**src/rtl/band_envelope_pkg.sv**
```systemverilog
// band_envelope_pkg: shared types and helpers for the per-band envelope follower.
// Holds the sequencing FSM state type, the saturating rectifier and the
// pseudo-log level encoder used when BAND_ENVELOPE_LOG_EN is defined.
package band_envelope_pkg;

  // Sequencer states: wait for strobe, update low band, update high band.
  typedef enum logic [1:0] {
    IDLE = 2'd0,
    LOW  = 2'd1,
    HIGH = 2'd2
  } state_e;

  // Width of the scratch arithmetic used by the helpers below.
  localparam int CALC_W = 32;

  // |x| for a w-bit signed sample, returned as an unsigned value of w-1 bits
  // (zero-extended to CALC_W). The most negative code has no positive twin in
  // w-1 bits, so it clamps to the largest representable magnitude.
  function automatic logic [CALC_W-1:0] abs_sat(input logic signed [CALC_W-1:0] x,
                                                input int w);
    logic [CALC_W-1:0]        max_mag;
    logic signed [CALC_W-1:0] neg;
    max_mag = (CALC_W'(1) << (w - 1)) - CALC_W'(1);
    neg     = -x;
    if (x >= 0) begin
      abs_sat = CALC_W'(x);
    end else if (CALC_W'(neg) > max_mag) begin
      abs_sat = max_mag;
    end else begin
      abs_sat = CALC_W'(neg);
    end
  endfunction

  // Pseudo-log level {e, m}: e = MSB index + 1 (0 for zero input),
  // m = the four bits right below the MSB, zero-filled when the value is short.
  function automatic logic [7:0] log_level(input logic [CALC_W-1:0] v);
    logic [4:0]        msb;
    logic [CALC_W+3:0] shifted;
    msb = '0;
    for (int i = 0; i < CALC_W; i++) begin
      if (v[i]) msb = 5'(i);
    end
    // Append four zero bits, then align the MSB to bit 4 so bits [3:0] are
    // the mantissa regardless of how many bits sit below the MSB.
    shifted = {v, 4'b0000} >> msb;
    if (v == '0) begin
      log_level = 8'h00;
    end else begin
      log_level = {4'(msb + 5'd1), shifted[3:0]};
    end
  endfunction

endpackage

```
**src/rtl/band_envelope_env_tracker.sv**
```systemverilog
// env_tracker: one band's rectified peak-hold / exponential-decay envelope.
// On each update strobe: attack to a larger magnitude, else count down hold, else decay.
// env_d exposes the post-update value so the caller can register a level in the same cycle.
module env_tracker #(
  parameter int ENV_W        = 15,
  parameter int HOLD_SAMPLES = 2400,
  parameter int DECAY_SHIFT  = 6
) (
  input  logic             clk,
  input  logic             rst,
  input  logic             update,
  input  logic [ENV_W-1:0] mag,
  output logic [ENV_W-1:0] env_q,
  output logic [ENV_W-1:0] env_d
);

  localparam int HOLD_W = (HOLD_SAMPLES < 1) ? 1 : $clog2(HOLD_SAMPLES + 1);

  logic [HOLD_W-1:0] hold_q;
  logic [HOLD_W-1:0] hold_d;
  logic [ENV_W-1:0]  step;

  // Attack / hold / decay decision for the next envelope and hold count.
  always_comb begin
    env_d  = env_q;
    hold_d = hold_q;
    // Decay step is a fixed fraction of env, but at least 1 while env is
    // non-zero so small envelopes still reach zero; never exceeds env.
    step = env_q >> DECAY_SHIFT;
    if (step == '0 && env_q != '0) begin
      step = ENV_W'(1);
    end
    if (update) begin
      if (mag > env_q) begin
        env_d  = mag;
        hold_d = HOLD_W'(HOLD_SAMPLES);
      end else if (hold_q != '0) begin
        hold_d = hold_q - HOLD_W'(1);
      end else begin
        env_d = env_q - step;
      end
    end
  end

  // Envelope and hold registers, cleared by reset.
  always_ff @(posedge clk) begin
    if (rst) begin
      env_q  <= '0;
      hold_q <= '0;
    end else begin
      env_q  <= env_d;
      hold_q <= hold_d;
    end
  end

endmodule

```
**src/rtl/band_envelope.sv**
```systemverilog
// band_envelope: low/high band envelope follower behind the FIR stage; emits one level per band.
// Latency: strobe in cycle 0 -> level_valid pulse and new levels in cycle 3; strobes every >=3 cycles.
// Strobes arriving while busy are dropped and latch the sticky overrun flag. Define
// BAND_ENVELOPE_LOG_EN for pseudo-log levels (LEVEL_WIDTH must then be 8), else linear.
module band_envelope
  import band_envelope_pkg::*;
#(
  parameter int DATA_WIDTH   = 16,
  parameter int LEVEL_WIDTH  = 8,
  parameter int DECAY_SHIFT  = 6,
  parameter int HOLD_SAMPLES = 2400
) (
  input  logic                         clk,
  input  logic                         rst,
  input  logic                         sample_valid,
  input  logic signed [DATA_WIDTH-1:0] low_in,
  input  logic signed [DATA_WIDTH-1:0] high_in,
  output logic [LEVEL_WIDTH-1:0]       low_level,
  output logic [LEVEL_WIDTH-1:0]       high_level,
  output logic                         level_valid,
  output logic                         overrun
);

  localparam int ENV_W = DATA_WIDTH - 1;

`ifdef BAND_ENVELOPE_LOG_EN
  // The log encoding is exactly {4-bit exponent, 4-bit mantissa}.
  if (LEVEL_WIDTH != 8) begin : g_bad_level_width
    $error("band_envelope: LEVEL_WIDTH must be 8 with BAND_ENVELOPE_LOG_EN");
  end
`endif

  // Map an envelope value to the reported level.
  function automatic logic [LEVEL_WIDTH-1:0] to_level(input logic [ENV_W-1:0] e);
`ifdef BAND_ENVELOPE_LOG_EN
    to_level = LEVEL_WIDTH'(log_level(CALC_W'(e)));
`else
    to_level = e[ENV_W-1 -: LEVEL_WIDTH];
`endif
  endfunction

  state_e                 state_q, state_d;
  logic [ENV_W-1:0]       low_mag_q, low_mag_d;
  logic [ENV_W-1:0]       high_mag_q, high_mag_d;
  logic [LEVEL_WIDTH-1:0] low_level_q, low_level_d;
  logic [LEVEL_WIDTH-1:0] high_level_q, high_level_d;
  logic                   level_valid_q, level_valid_d;
  logic                   overrun_q, overrun_d;
  logic                   low_upd, high_upd;
  logic [CALC_W-1:0]      low_abs, high_abs;
  logic [ENV_W-1:0]       low_env_q, low_env_d;
  logic [ENV_W-1:0]       high_env_q, high_env_d;

  assign low_abs  = abs_sat(CALC_W'(low_in), DATA_WIDTH);
  assign high_abs = abs_sat(CALC_W'(high_in), DATA_WIDTH);

  env_tracker #(
    .ENV_W       (ENV_W),
    .HOLD_SAMPLES(HOLD_SAMPLES),
    .DECAY_SHIFT (DECAY_SHIFT)
  ) u_low_trk (
    .clk   (clk),
    .rst   (rst),
    .update(low_upd),
    .mag   (low_mag_q),
    .env_q (low_env_q),
    .env_d (low_env_d)
  );

  env_tracker #(
    .ENV_W       (ENV_W),
    .HOLD_SAMPLES(HOLD_SAMPLES),
    .DECAY_SHIFT (DECAY_SHIFT)
  ) u_high_trk (
    .clk   (clk),
    .rst   (rst),
    .update(high_upd),
    .mag   (high_mag_q),
    .env_q (high_env_q),
    .env_d (high_env_d)
  );

  // Sequencer: capture on strobe, update low then high band, publish levels.
  always_comb begin
    state_d       = state_q;
    low_mag_d     = low_mag_q;
    high_mag_d    = high_mag_q;
    low_level_d   = low_level_q;
    high_level_d  = high_level_q;
    level_valid_d = 1'b0;
    overrun_d     = overrun_q;
    low_upd       = 1'b0;
    high_upd      = 1'b0;
    case (state_q)
      IDLE: begin
        if (sample_valid) begin
          low_mag_d  = low_abs[ENV_W-1:0];
          high_mag_d = high_abs[ENV_W-1:0];
          state_d    = LOW;
        end
      end
      LOW: begin
        low_upd = 1'b1;
        state_d = HIGH;
        if (sample_valid) overrun_d = 1'b1;
      end
      HIGH: begin
        high_upd = 1'b1;
        // The low envelope settled last cycle; the high one settles now, so
        // take its next value to publish both levels together.
        low_level_d   = to_level(low_env_d);
        high_level_d  = to_level(high_env_d);
        level_valid_d = 1'b1;
        state_d       = IDLE;
        if (sample_valid) overrun_d = 1'b1;
      end
      default: state_d = IDLE;
    endcase
  end

  // Sequencer state and registered outputs.
  always_ff @(posedge clk) begin
    if (rst) begin
      state_q       <= IDLE;
      low_mag_q     <= '0;
      high_mag_q    <= '0;
      low_level_q   <= '0;
      high_level_q  <= '0;
      level_valid_q <= 1'b0;
      overrun_q     <= 1'b0;
    end else begin
      state_q       <= state_d;
      low_mag_q     <= low_mag_d;
      high_mag_q    <= high_mag_d;
      low_level_q   <= low_level_d;
      high_level_q  <= high_level_d;
      level_valid_q <= level_valid_d;
      overrun_q     <= overrun_d;
    end
  end

  assign low_level   = low_level_q;
  assign high_level  = high_level_q;
  assign level_valid = level_valid_q;
  assign overrun     = overrun_q;

endmodule

```
**config.mk**
```make
export PLATFORM = sky130hd
export DESIGN_NAME = band_envelope
export DESIGN_NICKNAME = d
export VERILOG_FILES = /design/src/rtl/band_envelope_pkg.sv /design/src/rtl/band_envelope_env_tracker.sv /design/src/rtl/band_envelope.sv
export SDC_FILE = /design/constraint.sdc
export NUM_CORES = 1
export LEC_CHECK = 0
export ABC_AREA = 0
export CORE_MARGIN = 3
export CORE_UTILIZATION = 55
export CTS_BUF_LIST = sky130_fd_sc_hd__clkbuf_8
export CTS_CLUSTER_DIAMETER = 40
export DETAILED_ROUTE_END_ITERATION = 10
export PLACE_DENSITY = 0.76
export SYNTH_ARGS = -nofsm -noshare
export SYNTH_HDL_FRONTEND = slang
export SYNTH_SLANG_ARGS = --single-unit
```
**constraint.sdc**
```tcl
create_clock -name clk -period 7.9 [get_ports clk]
set_clock_uncertainty 0.05 [all_clocks]
set_input_delay 0.79 -clock clk [delete_from_list [all_inputs] [get_ports clk]]
set_output_delay 0.79 -clock clk [all_outputs]
set_load 0.005 [all_outputs]
```
==> results.toml <==
[placement]
gp_routability_congestion = 0.932
port_buffers = 52
dp_hpwl_um = 14300
dp_slack_ns = 3.79

[routing]
drt_iter0_markers = 525
drc = 0
viasPerCell = 6.33
wirelength_um = 19300
num_vias = 6986
wl_per_cell_um = 17.5
first_pass_iters = 5
ant_nets = 0

[setup_path]
end_kind = "flop"
crit_buf_inv = 1
startpoint_type = "flop"
cpLargestDelayFamily = "compound AO/OA/AOI/OAI gates"
max_stage_delay_ns = 0.74
critical_path.max_fanout = 6
arrival_ns = 4.16
required_ns = 8.21
worst_path_max_delay_cell = "nor4_1"
crit_type = "flop to flop"
path_cells = "nor4_1 > a41o_1 > ha_1 > inv_1 > fa_1 > a21oi_1 > o2bb2ai_1 > o41ai_1 > o211ai_1 > o311ai_0 > and2_1"

[logic_synthesis]
synth.net_count = 1007
ys_seq_area_frac = 0.292
yosys-mux-area-fraction = 0.0184
synth-xor-area-share = 0.0590
synth_flop_cell = "dfxtp_1"
synthCells = 907
synth-compound-area-share = 0.240
synth_top_family_by_area = "compound AO/OA/AOI/OAI gates"
syn_avg_cell_area_um2 = 7.86
synth_edf_count = 0
synth_simple_gate_area_frac = 0.209
ys_types = 67
async_reset_ff_frac = 0
synth_fa_ha_area_frac = 0.116
synth_area_mm2 = 0.00713
ys.warnings.count = 0
ys_seq_elements = 104

[min_path]
holdCritPathClass = "flop to flop"

[clock_tree]
cts_made_buffers = 9
insertion_delay_ns = 0.41
h-tree-depth = 3
tritoncts = "built"
cts_root_buffer = "clkbuf_8"
cts.sinks = 104
cts_resized = 0
hold_buffers = 0
postCtsSetupRepairBufs = 0
cts.reportedPaths.clkPinSlew_ns = 0.12
clk_path_buf_depth = 2

[sta]
max_freq_mhz = 260
hold_viol = 0
setup_violations = 0
final-max-slew-violation-count = 0
final.period_utilization = 0.487
rsz0062_at_grt = "no"
setup_tns_ns = 0
max_slew_margin = 0.275
worst_pin_slew_ns = 1.08
fin_crit_ns = 3.85
setup_ws_ns = 4.05

[pwr]
power_density_mw_per_mm2 = 392
ir_drop_mv = 0.236
leakagePower_nw = 2.99

[floorplan]
fp.dieH_um = 120
ios = 53
num_rows = 40
core_area_mm2 = 0.0124
initial_core_util = 0.577
die-area_mm2 = 0.0144
die_w_um = 120

[finish]
diodes = 0
final_cell_mix = "104 x dfxtp_1, 77 x inv_1, 72 x a21oi_1"
final_common_cell = "dfxtp_1"
nets = 1030
fillers = 1099
drive_gt1_frac = 0.0406
finalCoreUtilization = 0.641
syn2layout_area_growth_pct = 11.2

[global_routing]
grt_pass1_vias = 6745
antenna_found_initial = 0
overflow = 0
grt_max_degree = 47
grt_pass1_wl_um = 32300
grt_usage = 0.272

[flow_run]
cap_violations = 0

[run_status]
status = "finished clean"
==> sequential cells by signal, indices dropped and copies added, names as in the netlist, 2 cells and up <==
register,cells
u_low_trk.env_q,15
state_q,2
u_high_trk.hold_q,12
low_mag_q,15
u_high_trk.env_q,15
low_level,8
high_level,8
u_low_trk.hold_q,12
high_mag_q,15
==> metal layers <==
layer  track usage  vias up  routed length, µm
met4         0.106        0                548
li1              -     3381                  -
met2         0.464      233               9420
met1         0.342     3326               8360
met5             0        -                  0
met3        0.0471       46                990
==> synth_stat cells, types with 4 or more instances <==
library cell | instances | share of area
a2111oi_0 | 4 | 0.0049
a211oi_1 | 14 | 0.015
a21o_1 | 8 | 0.0084
a21oi_1 | 73 | 0.051
a221oi_1 | 10 | 0.012
a311oi_1 | 4 | 0.0049
a31oi_1 | 10 | 0.0088
a32oi_1 | 4 | 0.0049
clkbuf_1 | 42 | 0.022
dfxtp_1 | 104 | 0.29
ha_1 | 63 | 0.11
inv_1 | 77 | 0.041
mux2i_1 | 12 | 0.017
nand2_1 | 68 | 0.036
nand2b_1 | 7 | 0.0061
nand3_1 | 31 | 0.022
nand3b_1 | 7 | 0.0074
nand4_1 | 18 | 0.016
nor2_1 | 60 | 0.032
nor2b_1 | 7 | 0.0061
nor3_1 | 35 | 0.025
nor4_1 | 14 | 0.012
o2111ai_1 | 6 | 0.0074
o211ai_1 | 9 | 0.0095
o21a_1 | 8 | 0.0084
o21ai_0 | 58 | 0.041
o21ai_1 | 5 | 0.0035
o311ai_0 | 4 | 0.0049
o31ai_1 | 13 | 0.014
o41ai_1 | 7 | 0.0086
or2_2 | 5 | 0.0044
or3_1 | 7 | 0.0061
or4_1 | 12 | 0.013
xnor2_1 | 18 | 0.022
xor2_1 | 30 | 0.037
==> cells by family (layout without fill, tap and decap cells) <==
| logic type | count (synthesis) | count (layout) |
|---|---|---|
| and+or+nand+nor | 290 | 290 |
| AOI/OAI and AO/OA | 263 | 263 |
| buffers and inverters | 124 | 152 |
| DFF | 104 | 104 |
| adders and majority gates | 65 | 65 |
| xor gates and xnor gates | 48 | 48 |
| muxes | 13 | 13 |
==> area by class of cell <==
cell class	instances	area, µm²	share of cell area
clock buffers	9	124	0.0156
clock inverters	7	73.8	0.00931
inverters	78	293	0.0369
multi-input cells	679	4580	0.578
flip-flops and latches	104	2080	0.263
well taps	168	210	0.0265
repair buffers	58	561	0.0707
==> path summary, 6_finish.rpt <==
check	from	end	slack, ns	cells past startpoint
worst max-delay path	u_low_trk.env_q[10]	u_low_trk.env_q[10]	4.05	11
worst min-delay path	u_low_trk.hold_q[1]	u_low_trk.hold_q[1]	0.44	2
worst max register to register	u_low_trk.env_q[10]	u_low_trk.env_q[10]	4.05	11
worst min register to register	u_low_trk.hold_q[1]	u_low_trk.hold_q[1]	0.44	2
==> per-stage QoR <==
stage | area (µm²) | std cells | total power, W | hold slack [ns]
2_1_floorplan | 7130 | 907 | 0.00228 | 0.393
3_3_place_gp | 7730 | 1087 | 0.00268 | 0.404
3_5_place_dp | 7730 | 1087 | 0.00274 | 0.420
4_1_cts | 7930 | 1103 | 0.00309 | 0.437
5_1_grt | 7930 | 1103 | 0.00339 | 0.459
6_report | 7930 | 1103 | 0.00311 | 0.442
==> report_power, final <==
group	internal (W)	total, W	leakage (nW)	switching (W)
clock network	0.000124	0.000343	0.0977	0.000219
logic	0.000796	0.00200	2.04	0.00121
registers	0.000638	0.000764	0.851	0.000126
total	0.00156	0.00311	2.99	0.00155
==> worst min-delay path, delay by kind of cell (launching register included) <==
kind            cells  cell delay, ns
simple gates        1            0.06
compound gates      1            0.05
flops               1            0.34
Note: power is estimated with default switching activity, not from simulation.
==> patch 1: new RTL, config.mk and constraints unchanged <==
Reset style: asynchronous (`rst`), changed in 2 clocked blocks.
--- a/src/rtl/band_envelope_env_tracker.sv
+++ b/src/rtl/band_envelope_env_tracker.sv
@@ -43,7 +43,7 @@
   end
 
   // Envelope and hold registers, cleared by reset.
-  always_ff @(posedge clk) begin
+  always_ff @(posedge clk or posedge rst) begin
     if (rst) begin
       env_q  <= '0;
       hold_q <= '0;
--- a/src/rtl/band_envelope.sv
+++ b/src/rtl/band_envelope.sv
@@ -119,7 +119,7 @@
   end
 
   // Sequencer state and registered outputs.
-  always_ff @(posedge clk) begin
+  always_ff @(posedge clk or posedge rst) begin
     if (rst) begin
       state_q       <= IDLE;
       low_mag_q     <= '0;
Function: differs if rst is asserted again (counterexample within 4 cycles, from zero or initial values and one cycle with rst high); with rst held inactive, the same outputs for 10 cycles.
==> patch 1 against the unedited design <==
- combinational power rose by 12%
- sequential power rose by 37%
- global-route usage fell by 1.7 points
- final area grew 6.4%
- wire length fell by 2.8%
- synthesized cell count is 4.1% lower
- sequential cell count stayed put
- power grew 17%
- worst setup slack gained 27 ps
- area after synthesis grew 6.5%
- highest routed layer unchanged
==> patch 1: results (changes against the unedited design) <==
synthesis:
  ys_warn_count: 0  # unchanged
  synth_xor_xnor_area_share_pct: 4.50  # was 5.90%
  muxShareOfSynthArea_pct: 2.39  # was 1.84%
  synth_commonest_cells: "dfrtp_1, nand2_1, inv_1, ha_1, o21ai_0"  # was dfxtp_1, inv_1, a21oi_1, nand2_1, ha_1
  synth-seq-area-share_pct: 34.3  # was 29.2%
  synth_nets: 972  # was 1007
  synthArstFlopShare_pct: 100  # was 0%
  synth_fa_ha_area_share_pct: 11.2  # was 11.6%
  synth_compound_area_share_pct: 22.2  # was 24.0%
  synth.top_cells.by_area: "dfrtp_1, ha_1, o21ai_0, nand2_1, inv_1"  # was dfxtp_1, ha_1, a21oi_1, o21ai_0, inv_1
  synth_cell_types: 74  # was 67
worst_setup_path:
  slowest_stage: "a31oi_1"  # was nor4_1
  crit_path_max_incr_delay_ps: 800  # was 740 ps
  worstPathArrival_ps: 4050  # was 4160 ps
  critPathMaxFanout: 15  # was 6
  rrSetupSlack_ps: 4320  # was 4050 ps
status:
  status: "complete, no violations"  # unchanged
placement:
  io_buffers: 52  # unchanged
  gp_congestion: 0.999  # was 0.932
  place_hpwl_um: 13900  # was 14300 um
cts:
  cts_root_buf: "clkbuf_8"  # unchanged
  clockBufferDepth: 2  # unchanged
  insertion_delay_ps: 380  # was 410 ps
  htree_levels: 3  # unchanged
  cts_made_buffers: 9  # unchanged
  clk_pin_slew_ps: 90  # was 120 ps
route:
  wire_per_inst_um: 17.3  # was 17.5 um
  wl_met3_um: 1130  # was 990 um
  met2_wirelength_um: 8430  # was 9420 um
  highest_layer: "met4"  # unchanged
  first_iter_violations: 661  # was 525
  wirelength_met1_um: 8860  # was 8360 um
  via_count: 6850  # was 6986
  firstDrtPassIters: 7  # was 5
final_layout:
  final_common_cell: "dfrtp_1"  # was dfxtp_1
  diodes: 0  # unchanged
  fin_nets: 1005  # was 1030
  drive_gt1_share_pct: 5.40  # was 4.06%
global_route:
  antenna_found_initial: 0  # unchanged
  grt_max_degree: 77  # was 47
  grt_pass1_wl_um: 31300  # was 32300 um
  grt_usage_pct: 25.5  # was 27.2%
  grt_pass1_vias: 6564  # was 6745
flow_run:
  max_cap_violations: 0  # unchanged
min_path:
  hp-class: "flip-flop to flip-flop"  # unchanged
timing:
  relSlewSlack_pct: 30.6  # was 27.5%
power_and_ir_drop:
  irDropWorstVdd_uv: 260  # was 236 uV
  leakage_nw: 3.60  # was 2.99 nW
## patch 1: final timing paths
check / from / endpoint / depth (start not counted)
max: low_in[0] / low_mag_q[7] / 11
min: overrun / overrun / 1
min reg2reg: overrun / overrun / 1
min in group asynchronous: rst / u_low_trk.hold_q[4] / 2
max reg2reg: u_high_trk.env_q[9] / u_high_trk.env_q[10] / 13
max in group asynchronous: rst / low_level[1] / 3
## patch 1: cell families (layout without fill, tap and decap cells)
family,count (synthesis),after routing
AND/OR/NAND/NOR,284,284
AO/OA/AOI/OAI,251,251
buffers and inverters,107,145
flip-flops,104,104
adder cells (fa/ha/maj),67,67
XOR/XNOR,39,39
multiplexers,18,18
## patch 1: cell type report
cell class | count | area [sq um]
timing repair buffer | 58 | 566
clock buffer | 11 | 151
inverter | 71 | 269
clock inverter | 5 | 47.5
fill | 1124 | 4910
tap | 176 | 220
multi-input combinational | 659 | 4580
sequential | 104 | 2600
## patch 1: power by group
part           internal, W  switching [W]
clock network     0.000161       0.000178
logic             0.000923        0.00131
registers         0.000780       0.000270
total              0.00186        0.00176
## patch 1: stage by stage
stage,power (W),cells,hold WS [ps],area [sq um],setup WS [ps]
final,0.00363,1084,418,8430,4080
after floorplan,0.00262,870,398,7590,4330
after detailed placement,0.00323,1068,396,8240,3710
after global routing,0.00395,1084,444,8430,3840
after CTS,0.00359,1084,421,8430,4110
after global placement,0.00313,1068,390,8240,3940
## patch 1: worst max-delay path, delay by kind of cell
kind	cells	cell delay, ps
compound gates	3	1170
simple gates	4	1060
buf+inv	2	570
fa+ha+maj	2	470
## patch 1: metal layers
layer  GRT usage, %  up-vias
met3           3.11       36
met4           8.58        0
met2           38.9      264
met5              0        -
li1               -     3268
met1           37.6     3282
==> patch 2: new RTL, same flow settings <==
Without the edit above. Set the parameter `DATA_WIDTH` to 20 (it was 16).
--- a/src/rtl/band_envelope.sv
+++ b/src/rtl/band_envelope.sv
@@ -5,7 +5,7 @@
 module band_envelope
   import band_envelope_pkg::*;
 #(
-  parameter int DATA_WIDTH   = 16,
+  parameter int DATA_WIDTH   = 20,
   parameter int LEVEL_WIDTH  = 8,
   parameter int DECAY_SHIFT  = 6,
   parameter int HOLD_SAMPLES = 2400
Ports: changed (resized high_in and low_in); port bits go from 53 to 61. The function was not compared with the original's and may differ.
==> patch 2 against the unedited design <==
- sequential cell count is 16 higher
- sequential share of layout area is 1.1 points lower
- power is 30% higher
- area after synthesis is 19% higher
- critical endpoint is now high_level[1]
- sequential power is 17% higher
- final area is 21% higher
- worst setup slack better by 180 ps
- wire length is 12% higher
- global-route usage is 1.4 points lower
- die area is 18% higher
==> patch 2: results (changes against the unedited design) <==
final_layout:
  drive_gt1_share_pct: 6.77  # was 4.06%
  diodes: 0  # unchanged
power_and_ir_drop:
  irDropWorstVdd_uv: 183  # was 236 uV
  p_int_w: 0.00208  # was 0.00156 W
  leakage_nw: 3.73  # was 2.99 nW
synthesis:
  synth-seq-area-share_pct: 28.3  # was 29.2%
  syn-cell-area_sq_mm: 0.00850  # was 0.00713 sq mm
  synthArstFlopShare_pct: 0  # unchanged
  synth.top_cells.by_area: "dfxtp_1, ha_1, a21oi_1, o21ai_0, xor2_1"  # was dfxtp_1, ha_1, a21oi_1, o21ai_0, inv_1
  synth_commonest_cells: "dfxtp_1, a21oi_1, inv_1, nand2_1, o21ai_0"  # was dfxtp_1, inv_1, a21oi_1, nand2_1, ha_1
  synth_cell_types: 90  # was 67
  synth_nets: 1177  # was 1007
  ys_warn_count: 0  # unchanged
cts:
  insertion_delay_ps: 450  # was 410 ps
  cts_root_buf: "clkbuf_8"  # unchanged
  htree_levels: 4  # was 3
  cts_made_buffers: 17  # was 9
  clockBufferDepth: 2  # unchanged
  cts_setup_buffers: 0  # unchanged
  clk_pin_slew_ps: 80  # was 120 ps
  cts_resized: 0  # unchanged
global_route:
  antenna_found_initial: 0  # unchanged
  grt_pass1_vias: 7232  # was 6745
  grt_usage_pct: 25.8  # was 27.2%
  grt_pass1_wl_um: 35600  # was 32300 um
  grt_max_degree: 62  # was 47
placement:
  place_hpwl_um: 16000  # was 14300 um
  gp_congestion: 0.938  # was 0.932
  io_buffers: 60  # was 52
status:
  status: "complete, no violations"  # unchanged
route:
  drc: 0  # unchanged
  firstDrtPassIters: 7  # was 5
  wire_per_inst_um: 16.8  # was 17.5 um
  via_count: 8032  # was 6986
  first_iter_violations: 804  # was 525
worst_setup_path:
  path_delay_family: "buffers and inverters"  # was compound AO/OA/AOI/OAI gates
  rrSetupSlack_ps: 4320  # was 4050 ps
  crit_path_max_incr_delay_ps: 960  # was 740 ps
  r2r-start: "u_low_trk.env_q[13]"  # was u_low_trk.env_q[10]
  critPathMaxFanout: 61  # was 6
  reg2reg_depth: 12  # was 11
  slowest_stage: "clkinv_1"  # was nor4_1
  r2r_end: "u_low_trk.env_q[17]"  # was u_low_trk.env_q[10]
  worstPathArrival_ps: 3950  # was 4160 ps
timing:
  relSlewSlack_pct: 22.4  # was 27.5%
min_path:
  hold_end: "high_level[0]"  # was u_low_trk.hold_q[1]
  hp-start: "high_level[0]"  # was u_low_trk.hold_q[1]
  min_path_cells: 2  # unchanged
  hp-class: "flip-flop to flip-flop"  # unchanged
==> patch 2: routing by layer <==
| metal | track usage (%) | routed length, um |
|---|---|---|
| met1 | 37.9 | 10200 |
| met2 | 38.1 | 9220 |
| met5 | 0 | 0 |
| met3 | 4.05 | 1780 |
| met4 | 9.41 | 456 |
==> patch 2: power by group through the flow <==
stage | clock [W] | sequential [W] | combinational [W]
final | 0.000530 | 0.000895 | 0.00261
after global routing | 0.000564 | 0.000913 | 0.00290
after CTS | 0.000536 | 0.000891 | 0.00257
after detailed placement | 0 | 0.000902 | 0.00255
after global placement | 0 | 0.000901 | 0.00252
after floorplan | 0 | 0.000846 | 0.00207
==> patch 2: cell type report <==
cell class	count	area, sq um
multi-input combinational	801	5570
fill	1325	5250
sequential	120	2400
timing repair buffer	67	648
inverter	88	330
clock buffer	20	275
tap	184	230
clock inverter	12	103
==> patch 2: cells by family after synthesis <==
kind of cell | count (synthesis) | share of synthesized area [%]
AO/OA/AOI/OAI | 331 | 25.5
XOR/XNOR | 53 | 5.46
buffers and inverters | 136 | 6.32
multiplexers | 18 | 2.15
adder cells (fa/ha/maj) | 77 | 11.5
flip-flops | 120 | 28.3
AND/OR/NAND/NOR | 322 | 20.8
==> patch 2: metrics by stage <==
stage	hold slack (ps)	std cells	cell area, sq um	setup WS, ps	util (%)
after floorplan	389	1057	8500	4920	-
after global placement	381	1260	9180	3860	62.0
after detailed placement	405	1260	9180	3800	62.0
after CTS	425	1292	9560	4280	64.6
after global routing	450	1292	9560	3990	64.6
final	423	1292	9560	4230	64.6
==> patch 2: how the worst max path moves through the flow <==
| stage | from | end | cells after the start |
|---|---|---|---|
| floorplan | u_low_trk.env_q[13] | low_level[3] | 14 |
| global placement | rst | high_level[1] | 8 |
| detailed placement | rst | high_level[1] | 8 |
| CTS | rst | high_level[1] | 8 |
| global route | rst | high_level[1] | 8 |
| finish | rst | high_level[1] | 8 |
==> patch 2: worst register-to-register path, cell delays in order, from the launching register on <==
cell	delay (ps)
dfxtp_1	390
inv_1	130
nand3_1	220
nor3_1	360
a41o_1	220
ha_1	170
nor2b_1	60
o31ai_1	370
a21o_1	210
a31oi_1	220
nor3_1	440
nor4_1	80
or4_1	530
